### config.mk
export PLATFORM = sky130hd
export DESIGN_NAME = ultrasonic_sensor_emulator
export DESIGN_NICKNAME = d
export VERILOG_FILES = /design/src/rtl/ultrasonic_pkg.sv /design/src/rtl/sync_2ff.sv /design/src/rtl/ultrasonic_sensor_emulator.sv
export SDC_FILE = /design/constraint.sdc
export NUM_CORES = 1
export LEC_CHECK = 0
export CAP_MARGIN = 20
export CORE_ASPECT_RATIO = 1.5
export CORE_MARGIN = 2
export CORE_UTILIZATION = 60
export CTS_CLUSTER_SIZE = 40
export DETAILED_ROUTE_END_ITERATION = 6
export DONT_BUFFER_PORTS = 1
export HOLD_SLACK_MARGIN = 0.1
export MAX_ROUTING_LAYER = met4
export PLACE_DENSITY = 0.78
export SETUP_SLACK_MARGIN = 0.05
export SYNTH_ARGS = -nofsm -noshare
export SYNTH_HDL_FRONTEND = slang
export SYNTH_SLANG_ARGS = --single-unit
export TNS_END_PERCENT = 10
### constraint.sdc
create_clock -name clock -period 3.4 [get_ports clock]
set_input_delay 0.51 -clock clock [delete_from_list [all_inputs] [get_ports clock]]
set_output_delay 0.51 -clock clock [all_outputs]
set_load 0.005 [all_outputs]
### src/rtl/ultrasonic_pkg.sv
// ultrasonic_pkg: state encodings and default timing constants shared by the
// sensor emulator, the ranging driver and their benches.
package ultrasonic_pkg;
  localparam int CNT_W  = 24;
  localparam int DIST_W = 9;
  localparam int unsigned DEF_TRIG_MIN_CYCLES = 500;
  localparam int unsigned DEF_BURST_CYCLES    = 10000;
  localparam int unsigned DEF_CYCLES_PER_CM   = 2941;
  localparam int unsigned DEF_MAX_CM          = 400;
  localparam int unsigned DEF_TIMEOUT_CYCLES  = 1900000;
  localparam int unsigned DEF_HOLDOFF_CYCLES  = 3000000;
  typedef enum logic [2:0] {
    ST_IDLE    = 3'd0,
    ST_TRIG    = 3'd1,
    ST_BURST   = 3'd2,
    ST_ECHO    = 3'd3,
    ST_HOLDOFF = 3'd4
  } state_t;
  function automatic logic in_range(input logic [DIST_W-1:0] d, input int unsigned max_cm);
    return (d != '0) && (32'(d) <= max_cm);
  endfunction
endpackage

### src/rtl/sync_2ff.sv
// sync_2ff: two-flop synchronizer for a single asynchronous level.
module sync_2ff (
  input  logic clk_i,
  input  logic rst_ni,
  input  logic d_i,
  output logic q_o
);
  logic [1:0] ff_q;
  always_ff @(posedge clk_i or negedge rst_ni)
    if (!rst_ni) ff_q <= '0;
    else         ff_q <= {ff_q[0], d_i};
  assign q_o = ff_q[1];
endmodule

### src/rtl/ultrasonic_sensor_emulator.sv
// ultrasonic_sensor_emulator: HC-SR04 style target emulator; validates the
// trigger width, waits a burst dead time, then emits a distance-coded echo.
module ultrasonic_sensor_emulator
  import ultrasonic_pkg::*;
#(
  parameter int unsigned TRIG_MIN_CYCLES = DEF_TRIG_MIN_CYCLES,
  parameter int unsigned BURST_CYCLES    = DEF_BURST_CYCLES,
  parameter int unsigned CYCLES_PER_CM   = DEF_CYCLES_PER_CM,
  parameter int unsigned MAX_CM          = DEF_MAX_CM,
  parameter int unsigned TIMEOUT_CYCLES  = DEF_TIMEOUT_CYCLES,
  parameter int unsigned HOLDOFF_CYCLES  = DEF_HOLDOFF_CYCLES
) (
  input  logic              clock,
  input  logic              reset,
  input  logic              trigger,
  input  logic [DIST_W-1:0] distance_cm,
  output logic              echo,
  output logic              busy,
  output logic [2:0]        db_estado
);
  localparam logic [CNT_W-1:0] TRIG_MIN     = CNT_W'(TRIG_MIN_CYCLES);
  localparam logic [CNT_W-1:0] BURST_LAST   = CNT_W'(BURST_CYCLES - 1);
  localparam logic [CNT_W-1:0] CPM_LAST     = CNT_W'(CYCLES_PER_CM - 1);
  localparam logic [CNT_W-1:0] TIMEOUT_LAST = CNT_W'(TIMEOUT_CYCLES - 1);
  localparam logic [CNT_W-1:0] HOLD_LAST    = CNT_W'(HOLDOFF_CYCLES - 1);

  logic              trigger_s;
  state_t            state_q, state_d;
  logic [CNT_W-1:0]  cyc_q, cyc_d;
  logic [DIST_W-1:0] cm_q, cm_d, dist_q, dist_d;
  logic              echo_q, echo_d, busy_q, busy_d, armed_q, armed_d;
  logic [1:0]        primed_q, primed_d;
  logic              oor;

  sync_2ff u_sync (
    .clk_i (clock),
    .rst_ni(reset),
    .d_i   (trigger),
    .q_o   (trigger_s)
  );

  assign oor = !in_range(dist_q, MAX_CM);

  // armed_q records a low trigger_s seen in IDLE; primed_q keeps the reset-cleared
  // synchronizer from faking that low while a held-high trigger propagates.
  always_comb begin
    state_d  = state_q;
    cyc_d    = cyc_q;
    cm_d     = cm_q;
    dist_d   = dist_q;
    armed_d  = armed_q;
    primed_d = {primed_q[0], 1'b1};
    case (state_q)
      ST_IDLE:
        if (armed_q && trigger_s) begin
          state_d = ST_TRIG;
          cyc_d   = '0;
          armed_d = 1'b0;
        end else if (!trigger_s && primed_q[1]) armed_d = 1'b1;
      ST_TRIG:
        if (!trigger_s) begin
          state_d = (cyc_q >= TRIG_MIN) ? ST_BURST : ST_IDLE;
          dist_d  = (cyc_q >= TRIG_MIN) ? distance_cm : dist_q;
          cyc_d   = '0;
        end else if (cyc_q < TRIG_MIN) cyc_d = cyc_q + 1'b1;
      ST_BURST:
        if (cyc_q == BURST_LAST) begin
          state_d = ST_ECHO;
          cyc_d   = '0;
          cm_d    = '0;
        end else cyc_d = cyc_q + 1'b1;
      ST_ECHO:
        if (oor) begin
          state_d = (cyc_q == TIMEOUT_LAST) ? ST_HOLDOFF : ST_ECHO;
          cyc_d   = (cyc_q == TIMEOUT_LAST) ? '0 : cyc_q + 1'b1;
        end else if (cyc_q == CPM_LAST) begin
          cyc_d   = '0;
          state_d = (cm_q == dist_q - 1'b1) ? ST_HOLDOFF : ST_ECHO;
          cm_d    = cm_q + 1'b1;
        end else cyc_d = cyc_q + 1'b1;
      ST_HOLDOFF:
        if (cyc_q == HOLD_LAST) begin
          state_d = ST_IDLE;
          cyc_d   = '0;
        end else cyc_d = cyc_q + 1'b1;
      default: state_d = ST_IDLE;
    endcase
    echo_d = (state_d == ST_ECHO);
    busy_d = (state_d == ST_BURST) || (state_d == ST_ECHO) || (state_d == ST_HOLDOFF);
  end

  always_ff @(posedge clock or negedge reset)
    if (!reset) begin
      state_q  <= ST_IDLE;
      cyc_q    <= '0;
      cm_q     <= '0;
      dist_q   <= '0;
      echo_q   <= 1'b0;
      busy_q   <= 1'b0;
      armed_q  <= 1'b0;
      primed_q <= '0;
    end else begin
      state_q  <= state_d;
      cyc_q    <= cyc_d;
      cm_q     <= cm_d;
      dist_q   <= dist_d;
      echo_q   <= echo_d;
      busy_q   <= busy_d;
      armed_q  <= armed_d;
      primed_q <= primed_d;
    end

  assign echo      = echo_q;
  assign busy      = busy_q;
  assign db_estado = state_q;
endmodule

Word level (Yosys, flattened, before mapping)
Cells that the tools add are included.
{"block": "word_totals", "reg_bits": 52, "in_bits": 12, "out_inout_bits": 5, "wordCells": 73}
{"block": "classes", "n_addsub": 3, "magnitude_cmp": 3, "eq_ne": 17, "muxes": 25, "bitwise_logic": 1, "reduce_logical": 15}
{"op": "24-bit two-way mux", "count": 8}
{"op": "24-bit one-hot mux with 5 select lines", "count": 1}
{"op": "9-bit two-way mux", "count": 3}
{"op": "24-bit by 1-bit adder with 24-bit output (second input constant)", "count": 1}
{"op": "24-bit by 12-bit == test with 1-bit output (second input constant)", "count": 1}
{"op": "24-bit by 14-bit == test with 1-bit output (second input constant)", "count": 1}
{"op": "24-bit by 21-bit == test with 1-bit output (second input constant)", "count": 1}
{"op": "24-bit by 22-bit == test with 1-bit output (second input constant)", "count": 1}
{"op": "24-bit by 9-bit greater-or-equal comparator with 1-bit output (second input constant)", "count": 1}
{"op": "24-bit by 9-bit < comparator with 1-bit output (second input constant)", "count": 1}
{"op": "3-bit two-way mux", "count": 8}
{"op": "9-bit one-hot mux with 2 select lines", "count": 1}
{"op": "3-bit one-hot mux with 5 select lines", "count": 1}
{"op": "3-bit by 2-bit == test with 1-bit output (second input constant)", "count": 4}
{"op": "9-bit by 1-bit adder with 9-bit output (second input constant)", "count": 1}
{"op": "9-bit == test", "count": 1}
{"op": "9-bit <= comparator (second input constant)", "count": 1}
{"op": "9-bit nonzero test", "count": 1}
{"op": "9-bit by 1-bit subtractor with 9-bit output (second input constant)", "count": 1}
{"op": "2-bit inequality test (second input constant)", "count": 4}
{"op": "3-bit == test (second input constant)", "count": 2}
{"op": "3-bit AND reduction", "count": 2}
{"op": "5-bit nonzero test", "count": 1}
{"op": "4-bit AND reduction", "count": 1}
{"op": "11 further kinds", "count": 16}

Depth between registers and ports, before layout
Gate-level depths: netlist (run 1).
{"block": "depth", "ltp_word": 9, "mapped_depth": 11, "mapped_depth_nobuf": 9}

Hierarchy
Synthesis (run 1) repeated with hierarchy kept, for this count alone.
{"block": "hier_totals", "cells_unflattened": 321, "area_unflattened_um2": 3017.9}
{"mod": "ultrasonic_sensor_emulator", "n_inst": 1, "cells_per_inst": 319, "area_per_inst_um2": 2967.8, "seq_area_each_um2": 1251.2}
{"mod": "sync_2ff", "n_inst": 1, "cells_per_inst": 2, "area_per_inst_um2": 50.0, "seq_area_each_um2": 50.0}

Least setup slack after synthesis (run 1)
No wires, ideal clock.
{"block": "synth_path", "path_type": "register to register", "start": "reg dist_q[0]", "end": "reg cyc_q[5]", "setup_time_ns": 0.066, "t_arrival_ns": 2.334, "t_required_ns": 3.334, "slack_ns": 1.001, "path_stages_with_launch": 12, "n_path_buf": 2, "period_less_slack_ns": 2.399, "path_cell_list": "dfrtp_1 inv_1 ha_1 nor4b_4 nand2_1 and4b_1 or4_4 and3_1 buf_6 nor2_8 buf_6 a22o_1"}
{"block": "synth_between", "elab_chain_cells": 4, "word_cells_on_any_way": 5, "classes_between": "order compare: 1; mux: 2; reduce/logical: 2"}
{"item": "start, declared", "line_no": "ultrasonic_sensor_emulator.sv:30", "source": "logic [DIST_W-1:0] cm_q, cm_d, dist_q, dist_d;"}
{"item": "start signal, assigned", "line_no": "ultrasonic_sensor_emulator.sv:106", "source": "dist_q <= dist_d;"}
{"item": "9-bit <= comparator or 9-bit nonzero test (tied branches)", "line_no": "ultrasonic_pkg.sv:20", "source": "return (d != '0) && (32'(d) <= max_cm);"}
{"item": "1-bit logical AND (*)", "line_no": "ultrasonic_pkg.sv:20"}
{"item": "24-bit two-way mux (*)", "line_no": "ultrasonic_sensor_emulator.sv:73", "source": "if (oor) begin"}
{"item": "24-bit one-hot mux with 5 select lines (*)", "line_no": "ultrasonic_sensor_emulator.sv:53", "source": "case (state_q)"}
{"item": "end signal, assigned", "line_no": "ultrasonic_sensor_emulator.sv:104", "source": "cyc_q <= cyc_d;"}
{"item": "end, declared", "line_no": "ultrasonic_sensor_emulator.sv:29", "source": "logic [CNT_W-1:0] cyc_q, cyc_d;"}
Every way passes the cells marked *; elsewhere a longest branch is shown, timed or not.
A chain may end at the register's enable or synchronous reset.

Final worst setup path (run 1)
{"block": "layout_path", "start": "reg dist_q[0]", "end": "reg cyc_q[16]"}
Same word-level chain as after synthesis.

==> results.md, run 1 <==
* Routed Antenna Nets at 0
* Crit-path max cell delay at 0.49 ns
* H-tree depth at 2
* Max Buffers Root-to-Sink at 2
* Initial core utilization at 61.4%
* Tmin final at 2.97 ns
* Post-DP HPWL at 4.97 mm
* Post-Syn Instances at 330
* Syn Std Cell Area at 3100 sq um
* Hold Crit Endpoint: u_sync.ff_q[0]$_DFF_PN0_
* Slew HR at 45.2%
* Die Area at 5760 sq um
* PortBufs at 0
* Pins Over Slew Limit at 0
* Post-route insts no fill at 395
* Routed WL at 7.01 mm
* Die height at 92.0 microns
* CTS resizes at 0
* Worst Path Required at 3.60 ns
* Most used cell, CP: nand2_1
* Slowest cell on crit path: or4_4
* Total power divided by cell area at 395 nW/um^2
* Pleak at 1.41 nW
* GRT Residual Overflow at 0
* Routability cong. at 0.891
* Worst Skew at 0.0136 ns
* Unrepaired setup endpoints after global routing: no
* Vias at 2573
* Hold path depth at 0
* Main synth FF type: dfrtp_1
* R2r setup slk at 0.43 ns
* First-pass GRT wire length at 11.9 mm
* Post-Syn Nets at 346
* Yosys reg bits at 52
* Synth top area cells: dfrtp_1 42%, a22o_1 4.8%, mux2_2 3.6%, nand2_1 3.4%, nor2_1 3.3%
* Total DRC errors in the routed layout at 0
* HP Start: trigger
* Pre-Repair DR Iteration Count at 4
* Clock sinks at 52
* Tcrit/Tclk final at 87.5%
* Buf+Inv Stages, Crit Path at 1
* Gr usage total at 27.1%
* Fin nets at 342
* Drt first-iter violations at 110
* Achievable Freq at 0.336 GHz
* Setup CP Type: register to register
* # setup viols final at 0
* WL/cell at 17.7 microns
* Clk_lat worst skew at 0.32 ns
* Number of global-route vias before repair at 2589
* Share of the synthesized area in the top cell type at 42.0%
* Critical path peak fanout at 15
* Root Driver: clkbuf_8
* Startpoint types: register
* Largest net degree at the start of global routing at 53
* Area leader, netlist: dfrtp_1
* Commonest non-fill, non-tap cell in the layout: dfrtp_1
* Endpoints failing hold at 0
* Commonest cells after routing, fill and taps aside: 52 x dfrtp_1, 28 x nand2_1, 27 x nor2_1
* TritonCTS clock tree: yes
* Post-synth ARST share at 100%
* Launch point of the worst reg-to-reg path: dist_q[0]$_DFFE_PN0P_
* Crit path DAT at 3.18 ns
* Slew @ Worst Pin at 0.821 ns
* Placed cell count at 385
* Reg2reg path depth at 9
* Share of layout cells above drive strength 1 at 8.56%
* Critical path endpoint category: register
* Max Cap Viol at 0
* Area Growth Syn to Fin at 6.06%
* Io pins at 17
* Crit-path cells: inv_1 > ha_1 > nor4b_4 > nand2_1 > and4b_1 > or4_4 > nand3_1 > nand2_1 > o311ai_1
* R2R Path End: cyc_q[16]$_DFFE_PN0P_
* Worst Hold Class: input pin to register
* Initial antenna violation count at 0
* Num CTS Buffers at 5
* Clock slew at reported path FFs at 0.10 ns
* Post-Syn Area per Cell at 9.38 sq um
* VDD IR max at 224 uV
* Setup TNS at 0 ns
* Core area at 5040 sq um
* Number of synthesized flops with an enable pin at 0
* Die Width at 62.7 microns
* Distinct cells, synth at 57
* Status: finished clean
* Filler cells at 423
* Synthesis Warnings at 0
* Drt via density at 6.51
* Seq/Total Area, Yosys at 42.0%
* Diode count at 0
* Row cnt at 32
* Family with the most delay on the worst path: simple AND/OR/NAND/NOR gates
-- logic make-up (layout without fill, tap and decap cells) --
kind of cell | Yosys count | in the layout | share of synthesized area, %
AND/OR/NAND/NOR | 153 | 153 | 27.8
AO/OA/AOI/OAI | 72 | 72 | 16.6
flip-flops | 52 | 52 | 42.0
buffers and inverters | 22 | 19 | 3.68
XOR/XNOR | 14 | 14 | 3.96
multiplexers | 12 | 12 | 4.28
adder cells (fa/ha/maj) | 4 | 4 | 1.62
other | 1 | 1 | 0.121
-- where the power goes --
| group | leakage, nW | switching, mW | internal [mW] |
|---|---|---|---|
| combinational | 0.650 | 0.0783 | 0.0532 |
| clock | 0.0687 | 0.216 | 0.296 |
| sequential | 0.693 | 0.0226 | 0.632 |
-- worst max-delay path by stage --
stage                     startpoint                     to  slack, ns  cells past startpoint
2_1_floorplan  dist_q[0]$_DFFE_PN0P_   cyc_q[5]$_DFFE_PN0P_       1.00                     11
3_3_place_gp   dist_q[0]$_DFFE_PN0P_  cyc_q[16]$_DFFE_PN0P_       0.59                      9
3_5_place_dp   dist_q[0]$_DFFE_PN0P_  cyc_q[16]$_DFFE_PN0P_       0.45                      9
4_1_cts        dist_q[0]$_DFFE_PN0P_  cyc_q[16]$_DFFE_PN0P_       0.42                      9
5_1_grt        dist_q[0]$_DFFE_PN0P_  cyc_q[16]$_DFFE_PN0P_       0.19                      9
6_report       dist_q[0]$_DFFE_PN0P_  cyc_q[16]$_DFFE_PN0P_       0.43                      9
-- layer usage --
layer / wire [microns] / vias to the layer above / track usage, %
met5: 0 / - / -
met4: 216 / 0 / 15.0
met3: 265 / 21 / 4.54
met2: 3830 / 69 / 47.0
met1: 2700 / 1266 / 29.3
li1: - / 1217 / -
-- cells in the mapped netlist, types with 2 or more instances --
master / instances
nand4_1: 16
nand2_1: 28
xor2_1: 8
dfrtp_1: 52
ha_1: 4
mux2i_1: 2
buf_2: 7
nand3_1: 18
o21ai_1: 4
o311ai_1: 2
inv_1: 7
nor4_1: 7
and3_1: 8
nand2b_1: 6
buf_6: 3
xnor2_1: 6
a21oi_1: 7
and4_1: 4
mux2_2: 10
nor2b_1: 5
a21o_1: 11
a22o_1: 17
a31oi_1: 2
nor2_1: 27
or2_2: 3
nor3_1: 12
clkbuf_1: 5
o21a_1: 2
nor3b_1: 3
or3_1: 3
nor4bb_1: 2
o21ai_0: 14
-- registers in the layout, indices dropped and copies added (netlist names) --
register and count:
cyc_q 24, busy 1, armed_q 1, u_sync.ff_q 2, cm_q 9, db_estado 3, dist_q 9, primed_q 2
echo 1
-- worst reg2reg max path: cells and delay by family (launching register included) --
| family | cells | cell delay (ns) |
|---|---|---|
| buf+inv | 1 | 0.08 |
| flops | 1 | 0.44 |
| compound gates | 1 | 0.32 |
| fa+ha+maj | 1 | 0.23 |
| simple gates | 6 | 1.80 |
-- timing repair --
item                                    CTS  global route
hold buffers                              2             0
hold endpoints to repair                 52             0
endpoints found under the setup margin    0             0
buffers inserted                          0             0
-- per-stage QoR --
stage	hold slack, ns	util (%)	total power [mW]	setup slack (ns)	cell area [sq um]
after floorplan	0.214	-	0.760	1.00	3100
after global placement	0.216	61.6	0.778	0.595	3110
after detailed placement	0.216	61.6	0.781	0.449	3110
after CTS	0.211	65.1	1.31	0.422	3280
after global routing	0.197	65.1	1.35	0.187	3280
final	0.221	65.1	1.30	0.426	3280
-- layout make-up --
type	instances	area [sq um]	area share, %
clock buffer	5	68.8	2.10
clock inverter	3	68.8	2.10
inverter	7	26.3	0.800
multi-input combinational	256	1680	51.2
sequential	52	1300	39.6
tap	68	85.1	2.59
timing repair buffer	4	52.6	1.60
Note: power is estimated with default switching activity, not from simulation.
==> inputs of run 2 (changes only) <==
ABC_CLOCK_PERIOD_IN_PS = 3400   (was default)
TNS_END_PERCENT = default   (was 10)
==> results of run 2 <==
Final layout, timing and power as in run 1 (identical DEF).
==> inputs of run 3 (changes only) <==
CORE_MARGIN = default   (was 2)
RECOVER_POWER = 100   (was default)
==> run 3 against run 2 <==
- combinational power down 7%
- global-route usage up 2.1 points
- worst setup slack worse by 0.031 ns
- critical path depth unchanged
- utilization down 0.050 points
- power down 13%
- non-clock buffer count down 2
- highest routed layer unchanged
==> results.md, run 3 (same netlist as run 1, synthesis figures left out) <==
* Pleak at 1.35 nW
* Hold-fix buffers, CTS at 2
* Initial antenna violation count at 0
* Drt first-iter violations at 170
* Largest net degree at the start of global routing at 53
* Slew @ Worst Pin at 1.31 ns
* H-tree depth at 2
* Internal at 0.823 mW
* Slew HR at 12.7%
* Die Area at 5460 sq um
* Filler cells at 431
* Core area at 4890 sq um
* Clock sinks at 52
* Drt via density at 6.57
* Most flop-heavy register: cyc_q
* Startpoint types: register
* Vias at 2568
* Routability cong. at 0.868
* Tmin final at 3.01 ns
* Io pins at 17
* Routed WL at 7.03 mm
* Psw at 0.304 mW
* Post-route cell area at 3180 sq um
* Number of global-route vias before repair at 2569
* Pins Over Slew Limit at 0
* Core Util, Final at 65.1%
* TritonCTS clock tree: yes
* Most used cell, CP: nand2_1
* Crit path DAT at 3.20 ns
* Initial core utilization at 63.4%
* Fin nets at 340
* Tcrit/Tclk final at 88.4%
* Root Driver: clkbuf_8
* Pre-Repair DR Iteration Count at 4
* Worst Path Required at 3.59 ns
* # setup viols final at 0
* Achievable Freq at 0.333 GHz
* Status: finished clean
* Num CTS Buffers at 5
* Slowest cell on crit path: or4_4
* Family with the most delay on the worst path: simple AND/OR/NAND/NOR gates
* Setup TNS at 0 ns
* Max reg flops at 24
* Combinational power share at 10.9%
* Endpoints failing hold at 0
* PnR Total Power at 1.13 mW
* CP startpoint: dist_q[0]$_DFFE_PN0P_
* First-pass GRT wire length at 11.8 mm
* VDD IR max at 293 uV
* Area Growth Syn to Fin at 2.67%
* Die Width at 60.7 microns
* WL/cell at 18.0 microns
* Total power divided by cell area at 354 nW/um^2
* Clk_lat worst skew at 0.30 ns
* Gr usage total at 29.2%
* Commonest cells after routing, fill and taps aside: 52 x dfrtp_1, 28 x nand2_1, 27 x nor2_1
* Worst Hold Class: input pin to register
* Unrepaired setup endpoints after global routing: no
* Commonest non-fill, non-tap cell in the layout: dfrtp_1
* Clock share of power at 31.1%
* CTS resizes at 0
* Diode count at 0
* PortBufs at 0
* Clock slew at reported path FFs at 0.09 ns
* # Post-CTS Setup Buffers at 0
* Die height at 90.0 microns
* Buf+Inv Stages, Crit Path at 1
* HP Start: trigger
* Area post-placement at 3090 sq um
* Critical path peak fanout at 15
* GRT Residual Overflow at 0
* Worst Skew at 0.00620 ns
* Row cnt at 31
* Crit-path cells: inv_1 > ha_1 > nor4b_4 > nand2_1 > and4b_1 > or4_4 > nand3_1 > nand2_1 > o311ai_0
* Launch point of the worst reg-to-reg path: dist_q[0]$_DFFE_PN0P_
* Total DRC errors in the routed layout at 0
* Routed Antenna Nets at 0
* Share of layout cells above drive strength 1 at 7.69%
* Post-DP HPWL at 5.01 mm
* Crit-path max cell delay at 0.49 ns
* Critical path endpoint category: register
* Sw Share at 27.0%
* Setup CP Type: register to register
* Reg power frac at 58.1%
* Max Cap Viol at 0
* Max Buffers Root-to-Sink at 2
* Top flop regs: cyc_q (24), cm_q (9), dist_q (9)
[run 3: cell types whose count changed in the layout (fill, tap and decap cells not counted), sizes merged]
cell | before | now
buf | 3 | 0
bufinv | 2 | 0
clkbuf | 5 | 6
clkinv | 0 | 3
inv | 8 | 7
[run 3: cell type report]
| class | instances | area [sq um] | area share, % |
|---|---|---|---|
| inverter | 7 | 26.3 | 0.826 |
| multi-input combinational | 256 | 1670 | 52.4 |
| timing repair buffer | 2 | 15.0 | 0.472 |
| tap | 66 | 82.6 | 2.60 |
| sequential | 52 | 1300 | 40.9 |
| clock buffer | 5 | 68.8 | 2.16 |
| clock inverter | 3 | 18.8 | 0.590 |
[run 3: stage by stage]
| step | setup WS [ns] | cells | hold slack (ns) |
|---|---|---|---|
| 2_1_floorplan | 1.00 | 330 | 0.214 |
| 3_3_place_gp | 0.579 | 381 | 0.215 |
| 3_5_place_dp | 0.455 | 381 | 0.216 |
| 4_1_cts | 0.433 | 391 | 0.221 |
| 5_1_grt | 0.151 | 391 | 0.213 |
| 6_report | 0.395 | 391 | 0.229 |
[run 3: power groups by stage]
stage                     registers [mW]  clock network (mW)  logic, mW
final                              0.655               0.350      0.122
after CTS                          0.654               0.358      0.129
after floorplan                    0.656                   0      0.104
after detailed placement           0.667                   0      0.111
after global routing               0.658               0.381      0.139
after global placement             0.665                   0      0.109
[run 3: worst paths after layout]
check	endpoint	depth (start not counted)	slack (ns)
max in group asynchronous	cyc_q[20]$_DFFE_PN0P_	2	1.54
worst max register to register	cyc_q[21]$_DFFE_PN0P_	9	0.39
worst min register to register	primed_q[1]$_DFF_PN0_	0	0.35
worst max-delay path	cyc_q[21]$_DFFE_PN0P_	9	0.39
min in group asynchronous	cm_q[6]$_DFFE_PN0P_	2	1.08
worst min-delay path	u_sync.ff_q[0]$_DFF_PN0_	0	0.23
[run 3: routing by layer]
| metal | up-vias | GRT usage (%) | wire (microns) |
|---|---|---|---|
| li1 | 1217 | - | - |
| met1 | 1283 | 31.7 | 2710 |
| met2 | 56 | 52.9 | 4010 |
| met3 | 12 | 4.60 | 193 |
| met4 | 0 | 7.58 | 111 |
| met5 | - | - | 0 |
